[src/rtl/tv80_bus_dma.sv]
// Memory-to-memory DMA engine: an I/O-port responder for the CPU, and a second
// bus master that copies LEN bytes from SRC to DST with Z80-style memory cycles.
module tv80_bus_dma #(
  parameter logic [7:0] IO_BASE = 8'h10
) (
  input  logic        clk,
  input  logic        reset_n,
  input  logic        iorq_n,
  input  logic        rd_n,
  input  logic        wr_n,
  input  logic        m1_n,
  input  logic [15:0] addr,
  input  logic [7:0]  wr_data,
  output logic [7:0]  rd_data,
  output logic        doe,
  output logic        busrq_n,
  input  logic        busak_n,
  output logic [15:0] dma_A,
  output logic [7:0]  dma_do,
  input  logic [7:0]  dma_di,
  output logic        dma_mreq_n,
  output logic        dma_rd_n,
  output logic        dma_wr_n,
  output logic        dma_oe,
  input  logic        dma_wait_n,
  output logic        int_n,
  output logic [2:0]  dbg_state
);

  typedef enum logic [2:0] {
    S_IDLE, S_REQ, S_RD1, S_RD2, S_WR1, S_WR2, S_WR3, S_REL
  } state_t;

  state_t      r_state;
  state_t      w_next;
  logic [15:0] r_src;
  logic [15:0] r_dst;
  logic [15:0] r_len;
  logic [7:0]  r_hold;
  logic        r_ie;
  logic        r_done;
  logic        r_io_wr_d;

  logic w_sel;
  logic w_io_wr;
  logic w_wr_stb;
  logic w_busy;
  logic w_start;
  logic w_unused_addr;

  assign w_unused_addr = ^addr[15:8];
  assign w_sel    = (addr[7:3] == IO_BASE[7:3]);
  assign w_io_wr  = w_sel & ~iorq_n & ~wr_n & m1_n;
  assign w_wr_stb = w_io_wr & ~r_io_wr_d;
  assign w_busy   = (r_state != S_IDLE);
  assign w_start  = w_wr_stb & (addr[2:0] == 3'd6) & wr_data[0];
  assign doe      = w_sel & ~iorq_n & ~rd_n & m1_n;
  assign int_n    = ~(r_done & r_ie);
  assign dbg_state = r_state;

  always_comb begin
    rd_data = 8'h00;
    case (addr[2:0])
      3'd0: rd_data = r_src[7:0];
      3'd1: rd_data = r_src[15:8];
      3'd2: rd_data = r_dst[7:0];
      3'd3: rd_data = r_dst[15:8];
      3'd4: rd_data = r_len[7:0];
      3'd5: rd_data = r_len[15:8];
      3'd6: rd_data = {6'b0, r_ie, 1'b0};
      3'd7: rd_data = {6'b0, r_done, w_busy};
      default: rd_data = 8'h00;
    endcase
  end

  always_ff @(posedge clk or negedge reset_n) begin
    if (!reset_n) r_state <= S_IDLE;
    else          r_state <= w_next;
  end

  // Bus handshake: busrq_n stays low from REQ to WR3; the bus is ours only
  // once busak_n is sampled low, and is handed back when busak_n returns high.
  always_comb begin
    w_next     = r_state;
    busrq_n    = 1'b1;
    dma_oe     = 1'b0;
    dma_A      = 16'h0000;
    dma_do     = 8'h00;
    dma_mreq_n = 1'b1;
    dma_rd_n   = 1'b1;
    dma_wr_n   = 1'b1;
    case (r_state)
      S_IDLE: if (w_start && r_len != 16'h0000) w_next = S_REQ;
      S_REQ: begin
        busrq_n = 1'b0;
        if (!busak_n) w_next = S_RD1;
      end
      S_RD1, S_RD2: begin
        busrq_n    = 1'b0;
        dma_oe     = 1'b1;
        dma_A      = r_src;
        dma_mreq_n = 1'b0;
        dma_rd_n   = 1'b0;
        if (r_state == S_RD1)  w_next = S_RD2;
        else if (dma_wait_n)   w_next = S_WR1;
      end
      S_WR1, S_WR2, S_WR3: begin
        busrq_n    = 1'b0;
        dma_oe     = 1'b1;
        dma_A      = r_dst;
        dma_do     = r_hold;
        dma_mreq_n = (r_state == S_WR3);
        dma_wr_n   = (r_state != S_WR2);
        if (r_state == S_WR1)      w_next = S_WR2;
        else if (r_state == S_WR3) w_next = (r_len == 16'h0001) ? S_REL : S_RD1;
        else if (dma_wait_n)       w_next = S_WR3;
      end
      S_REL: if (busak_n) w_next = S_IDLE;
      default: w_next = S_IDLE;
    endcase
  end

  always_ff @(posedge clk or negedge reset_n) begin
    if (!reset_n) begin
      r_src     <= 16'h0000;
      r_dst     <= 16'h0000;
      r_len     <= 16'h0000;
      r_hold    <= 8'h00;
      r_ie      <= 1'b0;
      r_done    <= 1'b0;
      r_io_wr_d <= 1'b0;
    end else begin
      r_io_wr_d <= w_io_wr;
      if (r_state == S_RD2 && dma_wait_n) r_hold <= dma_di;
      if (r_state == S_WR3) begin
        r_src <= r_src + 16'd1;
        r_dst <= r_dst + 16'd1;
        r_len <= r_len - 16'd1;
      end
      // Address/length registers are frozen while a copy is running.
      if (w_wr_stb) begin
        case (addr[2:0])
          3'd0: if (!w_busy) r_src[7:0]  <= wr_data;
          3'd1: if (!w_busy) r_src[15:8] <= wr_data;
          3'd2: if (!w_busy) r_dst[7:0]  <= wr_data;
          3'd3: if (!w_busy) r_dst[15:8] <= wr_data;
          3'd4: if (!w_busy) r_len[7:0]  <= wr_data;
          3'd5: if (!w_busy) r_len[15:8] <= wr_data;
          3'd6: begin
            r_ie <= wr_data[1];
            if (wr_data[7]) r_done <= 1'b0;
            if (wr_data[0] && !w_busy && r_len == 16'h0000) r_done <= 1'b1;
          end
          default: ;
        endcase
      end
      if (r_state == S_REL && busak_n) r_done <= 1'b1;
    end
  end

endmodule

[config.mk]
export PLATFORM = sky130hd
export DESIGN_NAME = tv80_bus_dma
export DESIGN_NICKNAME = d
export VERILOG_FILES = /design/src/rtl/tv80_bus_dma.sv
export SDC_FILE = /design/constraint.sdc
export NUM_CORES = 1
export LEC_CHECK = 0
export ABC_AREA = 1
export BUFFER_PORTS_ARGS = -buffer_cell sky130_fd_sc_hd__buf_4
export CORE_MARGIN = 3
export CORE_UTILIZATION = 55
export CTS_BUF_LIST = sky130_fd_sc_hd__clkbuf_8
export CTS_CLUSTER_SIZE = 24
export DETAILED_ROUTE_END_ITERATION = 16
export PLACE_DENSITY_LB_ADDON = 0.05
export RECOVER_POWER = 25
export SYNTH_ARGS = -nofsm -noshare
export SYNTH_HDL_FRONTEND = slang
export SYNTH_SLANG_ARGS = --single-unit
[constraint.sdc]
create_clock -name clk -period 2.9 [get_ports clk]
set_input_delay 0 -clock clk [delete_from_list [all_inputs] [get_ports clk]]
set_output_delay 0 -clock clk [all_outputs]
set_load 0.03 [all_outputs]
==> results.toml, run 1 <==
[synthesis]
yosys.area_share.simple_pct = 33.9
synth_area_um2 = 4410
synth-seq-cells = 62
ys_seq_area_share_pct = 35.2
syn_inst = 654
synthArstFlopShare_pct = 100
ys_top_cells_by_area = "dfrtp_1 (35%), nand2_1 (14%), inv_1 (8.7%), nor2_1 (6.0%), nand3_1 (5.9%)"
synth_nets = 699
synth_top_area_share_pct = 35.2
avgSynthCellArea_um2 = 6.75
synthMuxAreaShare_pct = 0
ys_types = 33
synth_top_family_by_area = "simple AND/OR/NAND/NOR gates"
synth_compound_area_share_pct = 13.4
synth_area_leader_cell = "dfrtp_1"
synth-xor-area-share_pct = 4.37
synth-adder-area-share_pct = 1.42
synth_edf_count = 0
ys.flop_type = "dfrtp_1"
yosys_warnings = 0

[power_and_ir_drop]
p_comb_share_pct = 52.0
power.total_w = 0.00404
p_sw_w = 0.00197
seqPwrFrac_pct = 30.6
p_clk_share_pct = 17.4
switching_share_pct = 48.7
p_int_w = 0.00207
power.density_nw_per_um2 = 755
irDropWorstVdd_uv = 449
p_leak_nw = 2.75

[finish]
finalNonFillerCells = 849
area_growth_pct = 21.1
antenna_cells = 0
drive_above_1_share_pct = 16.1
final_nets = 787
final_area_um2 = 5340

[grt]
grt_util_met1_pct = 42.0
grtUsageMet2_pct = 49.0
overflow = 0
grt_busiest_layer = "met2"
met3_usage_pct = 6.47
grt_pass1_wl_um = 21700
antenna_found_initial = 0
track_usage_pct = 31.6
grt_pass1_vias = 4339
grt_max_degree = 63

[timing]
final-hold-violation-count = 0
tns_ns = 0
rsz0062_at_grt = "no"
maxSlewViolCount = 63
max_freq_mhz = 473
worstMarginPinSlew_ns = 1.60
fin_skew_ns = 0.00812
setup_viol = 0
finalCriticalPeriod_ns = 2.12
max_slew_margin_pct = -6.62
period_share_pct = 73.0

[placement]
gp_congestion = 0.969
port_buffers = 73
hpwlAfterDp_um = 9980
dp.cells = 815
place_area_um2 = 4990

[critical_path]
endpoint_kind = "output port"
r2r_cells = 10
reg2reg_from = "dbg_state[2]$_DFFE_PN0P_"
crit_required_ns = 2.90
worstPathArrival_ns = 2.12
r2r_setup_slack_ns = 0.82
start_kind = "flop"
worstPathMaxFanout = 16
path_class = "reg -> out"
reg2reg_to = "r_dst[14]$_DFF_PN0_"

[detailed_routing]
vias_per_cell = 5.58
avgRoutedWirePerCell_um = 16.0
drtPass1Iterations = 5
drc = 0
drt_wl_total_um = 13600
first_iter_violations = 465
num_vias = 4735
ant_nets = 0

[min_path]
whs_path_depth = 5
hold_path_class = "in -> reg"
hold_start = "m1_n"
hold_end = "r_io_wr_d$_DFF_PN0_"

[clocking]
clk_pin_slew_worst_paths_ns = 0.07
cts-htree-levels = 3
ctsRootBufferMaster = "clkbuf_8"
clock_latency_ns = 0.35
postCtsSetupBuffers = 0
clockBufferDepth = 2
cts_made_buffers = 9
cts_tree = "yes"
clock_sinks = 62

[die]
fp.dieW_um = 95.6
coreArea_um2 = 7770
rows = 32
dieArea_um2 = 9130
fp.dieH_um = 95.6
top_level_ports = 82
initial_utilization_pct = 56.8

[status]
status = "finished with violations"
failed_checks = "capacitance limit, slew limit"

[flow_run]
drv_cap = 1
==> worst max path at each step <==
stage	startpoint	endpoint	slack [ns]	depth (start not counted)
floorplan	dbg_state[1]$_DFFE_PN0P_	dma_A[0]	1.0	6
global placement	dbg_state[2]$_DFFE_PN0P_	r_dst[14]$_DFF_PN0_	0.96	9
detailed placement	dbg_state[2]$_DFFE_PN0P_	r_dst[14]$_DFF_PN0_	0.83	10
CTS	dbg_state[1]$_DFFE_PN0P_	dma_A[12]	0.79	7
global route	dbg_state[1]$_DFFE_PN0P_	dma_mreq_n	0.68	8
finish	dbg_state[1]$_DFFE_PN0P_	dma_A[12]	0.78	7
==> cell families (layout without fill, tap and decap cells) <==
| kind of cell | Yosys count | in the layout |
|---|---|---|
| xor+xnor | 22 | 22 |
| compound gates | 105 | 105 |
| simple gates | 334 | 334 |
| fa+ha+maj | 5 | 5 |
| buf+inv | 126 | 219 |
| flops | 62 | 62 |
==> metal layers <==
metal  wire length (um)  vias to the layer above
li1                   -                     2275
met3               1320                       40
met2               6190                      241
met4                511                        0
met1               5580                     2179
met5                  0                        -
==> area by class of cell <==
type	instances	area [um2]
Fill cell	701	2420
Clock buffer	10	138
Clock inverter	6	37.5
Timing Repair Buffer	92	729
Inverter	111	417
Sequential cell	62	1550
Tap cell	102	128
Multi-Input combinational cell	466	2340
==> registers in the layout, summed over array words and instances, names as in the netlist <==
name and count:
r_dst 16, r_len 16, r_hold 8, dbg_state 3
r_done 1, r_io_wr_d 1, r_ie 1, r_src 16
==> power groups by stage <==
stage | sequential, W | clock [W] | combinational (W)
after global placement | 0.00124 | 0 | 0.00202
after floorplan | 0.00122 | 0 | 0.00141
after global routing | 0.00127 | 0.000747 | 0.00229
after detailed placement | 0.00125 | 0 | 0.00206
after CTS | 0.00123 | 0.000707 | 0.00209
final | 0.00124 | 0.000702 | 0.00210
==> timing repair <==
action | 4_1_cts | 5_1_grt
hold buffers | 18 | 0
resized for setup | 0 | 0
endpoints found under the hold margin | 90 | 0
==> per-stage QoR <==
| step | util (%) | hold slack, ns | worst slack (ns) |
|---|---|---|---|
| finish | 68.8 | 0.0507 | 0.784 |
| global route | 68.8 | 0.0881 | 0.679 |
| CTS | 68.9 | 0.0482 | 0.786 |
| detailed placement | 64.3 | 0.141 | 0.828 |
| global placement | 64.3 | 0.136 | 0.956 |
| floorplan | - | -0.296 | 0.998 |
==> worst max-delay path: stages (launching register included) <==
cell     delay, ns
dfrtp_1       0.50
nand2_1       0.11
inv_1         0.08
nor2_1        0.13
inv_1         0.20
buf_4         0.26
o21ai_0       0.27
buf_4         0.22
==> cells in the mapped netlist, types with 2 or more instances <==
library cell,n
a21oi_1,25
buf_1,2
buf_2,5
buf_4,4
buf_6,3
dfrtp_1,62
ha_1,5
inv_1,102
inv_2,8
nand2_1,169
nand2_2,2
nand3_1,52
nand3_2,7
nand4_1,7
nor2_1,71
nor2_2,5
nor2_4,4
nor3_1,10
nor3_2,2
nor3_4,2
o2111ai_1,6
o211ai_1,3
o21ai_0,39
o21ai_1,7
o22ai_1,23
xor2_1,22
==> placed cells by master, fill, tap and decap left out, types with 2 or more instances in the layout <==
cell	synthesis	layout
nor3_2	2	2
nor2_4	4	4
clkinvlp_4	0	3
clkbuf_8	0	10
nand2_2	2	2
nand3_2	7	7
nor2_1	71	71
o21ai_0	39	39
o211ai_1	3	3
buf_4	4	71
o22ai_1	23	23
a21oi_1	25	25
nor3_4	2	2
dfrtp_1	62	62
o21ai_1	7	7
nor3_1	10	10
inv_2	8	8
clkinv_2	0	3
nand3_1	52	52
inv_1	102	102
nand4_1	7	7
xor2_1	22	22
nand2_1	169	169
nor2_2	5	5
ha_1	5	5
o2111ai_1	6	6
dlygate4sd3_1	0	18
Note: power is estimated with default switching activity, not from simulation.
==> run 2: changes to the inputs <==
--- a/config.mk
+++ b/config.mk
@@ -8,7 +8,7 @@
 export ABC_AREA = 1
 export BUFFER_PORTS_ARGS = -buffer_cell sky130_fd_sc_hd__buf_4
 export CORE_MARGIN = 3
-export CORE_UTILIZATION = 55
+export CORE_UTILIZATION = 53
 export CTS_BUF_LIST = sky130_fd_sc_hd__clkbuf_8
 export CTS_CLUSTER_SIZE = 24
 export DETAILED_ROUTE_END_ITERATION = 16
==> constraint.sdc (replaced) <==
create_clock -name clk -period 1.8 [get_ports clk]
set_input_delay 0 -clock clk [delete_from_list [all_inputs] [get_ports clk]]
set_output_delay 0 -clock clk [all_outputs]
set_load 0.03 [all_outputs]
==> run 2 against run 1 <==
Net effect: the run now ends clean; largest cell class unchanged; combinational power rose by 110%; die area rose by 3.5%; critical path depth did not move; total power rose by 85%; non-clock buffer count rose by 33; critical endpoint is now dma_A[1]; largest power group unchanged.
==> results.toml, run 2 (synthesized netlist as in run 1, its figures left out) <==
[die]
fp.dieH_um = 97.2
fp.dieW_um = 97.2
dieArea_um2 = 9450
initial_utilization_pct = 55.9
top_level_ports = 82
rows = 32
coreArea_um2 = 7890

[critical_path]
cp_slowest_cell = "dfrtp_2"
reg2reg_from = "dbg_state[0]$_DFFE_PN0P_"
path_class = "reg -> out"
cp_top_family = "buffers and inverters"
worstPathMaxFanout = 8
max_stage_delay_ns = 0.45
path_buf_inv = 4
worstPathArrival_ns = 1.77
start_kind = "flop"
cp-startpoint = "dbg_state[0]$_DFFE_PN0P_"
endpoint_kind = "output port"
crit_chain = "nand2_2 -> inv_2 -> nor2_4 -> clkinvlp_4 -> buf_8 -> o22ai_4 -> buf_6"
crit_required_ns = 1.80

[timing]
worstMarginPinSlew_ns = 1.46
period_share_pct = 98.4
max_freq_mhz = 564
max_slew_margin_pct = 2.95
final-hold-violation-count = 0
finalCriticalPeriod_ns = 1.77
rsz0062_at_grt = "yes"
maxSlewViolCount = 0
hold_ws_ns = 0.0853
setup_viol = 0
fin_skew_ns = 0.00567

[detailed_routing]
drtPass1Iterations = 5
met2_length_um = 7050
drt_wl_total_um = 15000
vias_per_cell = 5.71
drc = 0
dr_wl_met3_um = 1590
first_iter_violations = 357
ant_nets = 0
avgRoutedWirePerCell_um = 16.9
drt-met1-wl_um = 5860
num_vias = 5044
top_layer_used = "met4"

[placement]
place_area_um2 = 5100
gp_congestion = 0.995
hpwlAfterDp_um = 10600
port_buffers = 73

[clocking]
clock_sinks = 62
cts_made_buffers = 9
clockBufferDepth = 2
clock_latency_ns = 0.35
clk_pin_slew_worst_paths_ns = 0.07
cts-htree-levels = 3
ctsRootBufferMaster = "clkbuf_8"
cts_tree = "yes"

[grt]
grt_max_degree = 63
grt_pass1_wl_um = 23100
antenna_found_initial = 0
overflow = 0
grt_pass1_vias = 4640
track_usage_pct = 30.5

[flow_run]
drv_cap = 0

[finish]
antenna_cells = 0
num-fill-cells = 652
fin_util_pct = 74.0
final_area_um2 = 5830
reg_top3 = "r_dst: 16 flops, r_len: 16 flops, r_src: 16 flops"
final_common_cell = "nand2_1"
drive_above_1_share_pct = 23.0
area_growth_pct = 32.2
layout_common_cells = "nand2_1 (164), inv_1 (100), buf_4 (92)"
final_nets = 823

[min_path]
hold_path_class = "in -> reg"
hold_start = "m1_n"

[power_and_ir_drop]
power.density_nw_per_um2 = 1280
p_leak_nw = 2.95
power.total_w = 0.00748
irDropWorstVdd_uv = 695

[status]
status = "completed"
run 2: metal layers:
| metal | track usage [%] | vias to the layer above |
|---|---|---|
| met5 | 0 | - |
| met4 | 12.5 | 0 |
| met3 | 5.53 | 44 |
| met2 | 49.6 | 260 |
| met1 | 40.2 | 2390 |
| li1 | - | 2350 |
run 2: path summary, 6_finish.rpt:
path / end / cells past startpoint / slack, ns
max in group asynchronous: dbg_state[1]$_DFFE_PN0P_ / 2 / 0.26
min in group asynchronous: r_src[13]$_DFF_PN0_ / 2 / 0.56
worst min-delay path: r_io_wr_d$_DFF_PN0_ / 5 / 0.09
worst min register to register: r_hold[1]$_DFFE_PN0P_ / 2 / 0.52
worst max-delay path: dma_A[1] / 7 / 0.03
worst max register to register: r_dst[14]$_DFF_PN0_ / 10 / 0.11
run 2: stage by stage:
step | instances | setup WS (ns) | setup TNS, ns
after floorplan | 654 | -0.102 | -0.918
after global placement | 829 | 0.106 | 0
after detailed placement | 829 | 0.0164 | 0
after CTS | 871 | -0.00895 | -0.0222
after global routing | 883 | -0.0248 | -0.0989
final | 883 | 0.0280 | 0
run 2: cell type report:
class                   instances  area, um2  share of cell area [%]
multi-input cells             467       2480                    42.6
flip-flops and latches         62       1560                    26.7
repair buffers                125       1040                    17.9
inverters                     111        434                    7.44
clock buffers                  12        165                    2.83
well taps                     102        128                    2.19
repair inverters                2       15.0                   0.257
clock inverters                 2       8.76                   0.150
run 2: where the power goes:
group / leakage (nW) / internal, W / switching [W] / total [W]
logic: 2.14 / 0.00166 / 0.00269 / 0.00435
clock network: 0.0955 / 0.000591 / 0.000542 / 0.00113
registers: 0.713 / 0.00170 / 0.000293 / 0.00199
run 2: worst register-to-register path, delay by kind of cell, from the launching register on:
family / cells / cell delay (ns)
simple gates: 7 / 0.79
flops: 1 / 0.45
buf+inv: 3 / 0.34
run 2: repair_timing:
action,4_1_cts,5_1_grt
setup endpoints to repair,27,41
gates resized for setup,19,33
buffers inserted,10,10
hold buffers,18,0
endpoints found under the hold margin,90,0
gates cloned,1,2
pin swaps,3,4
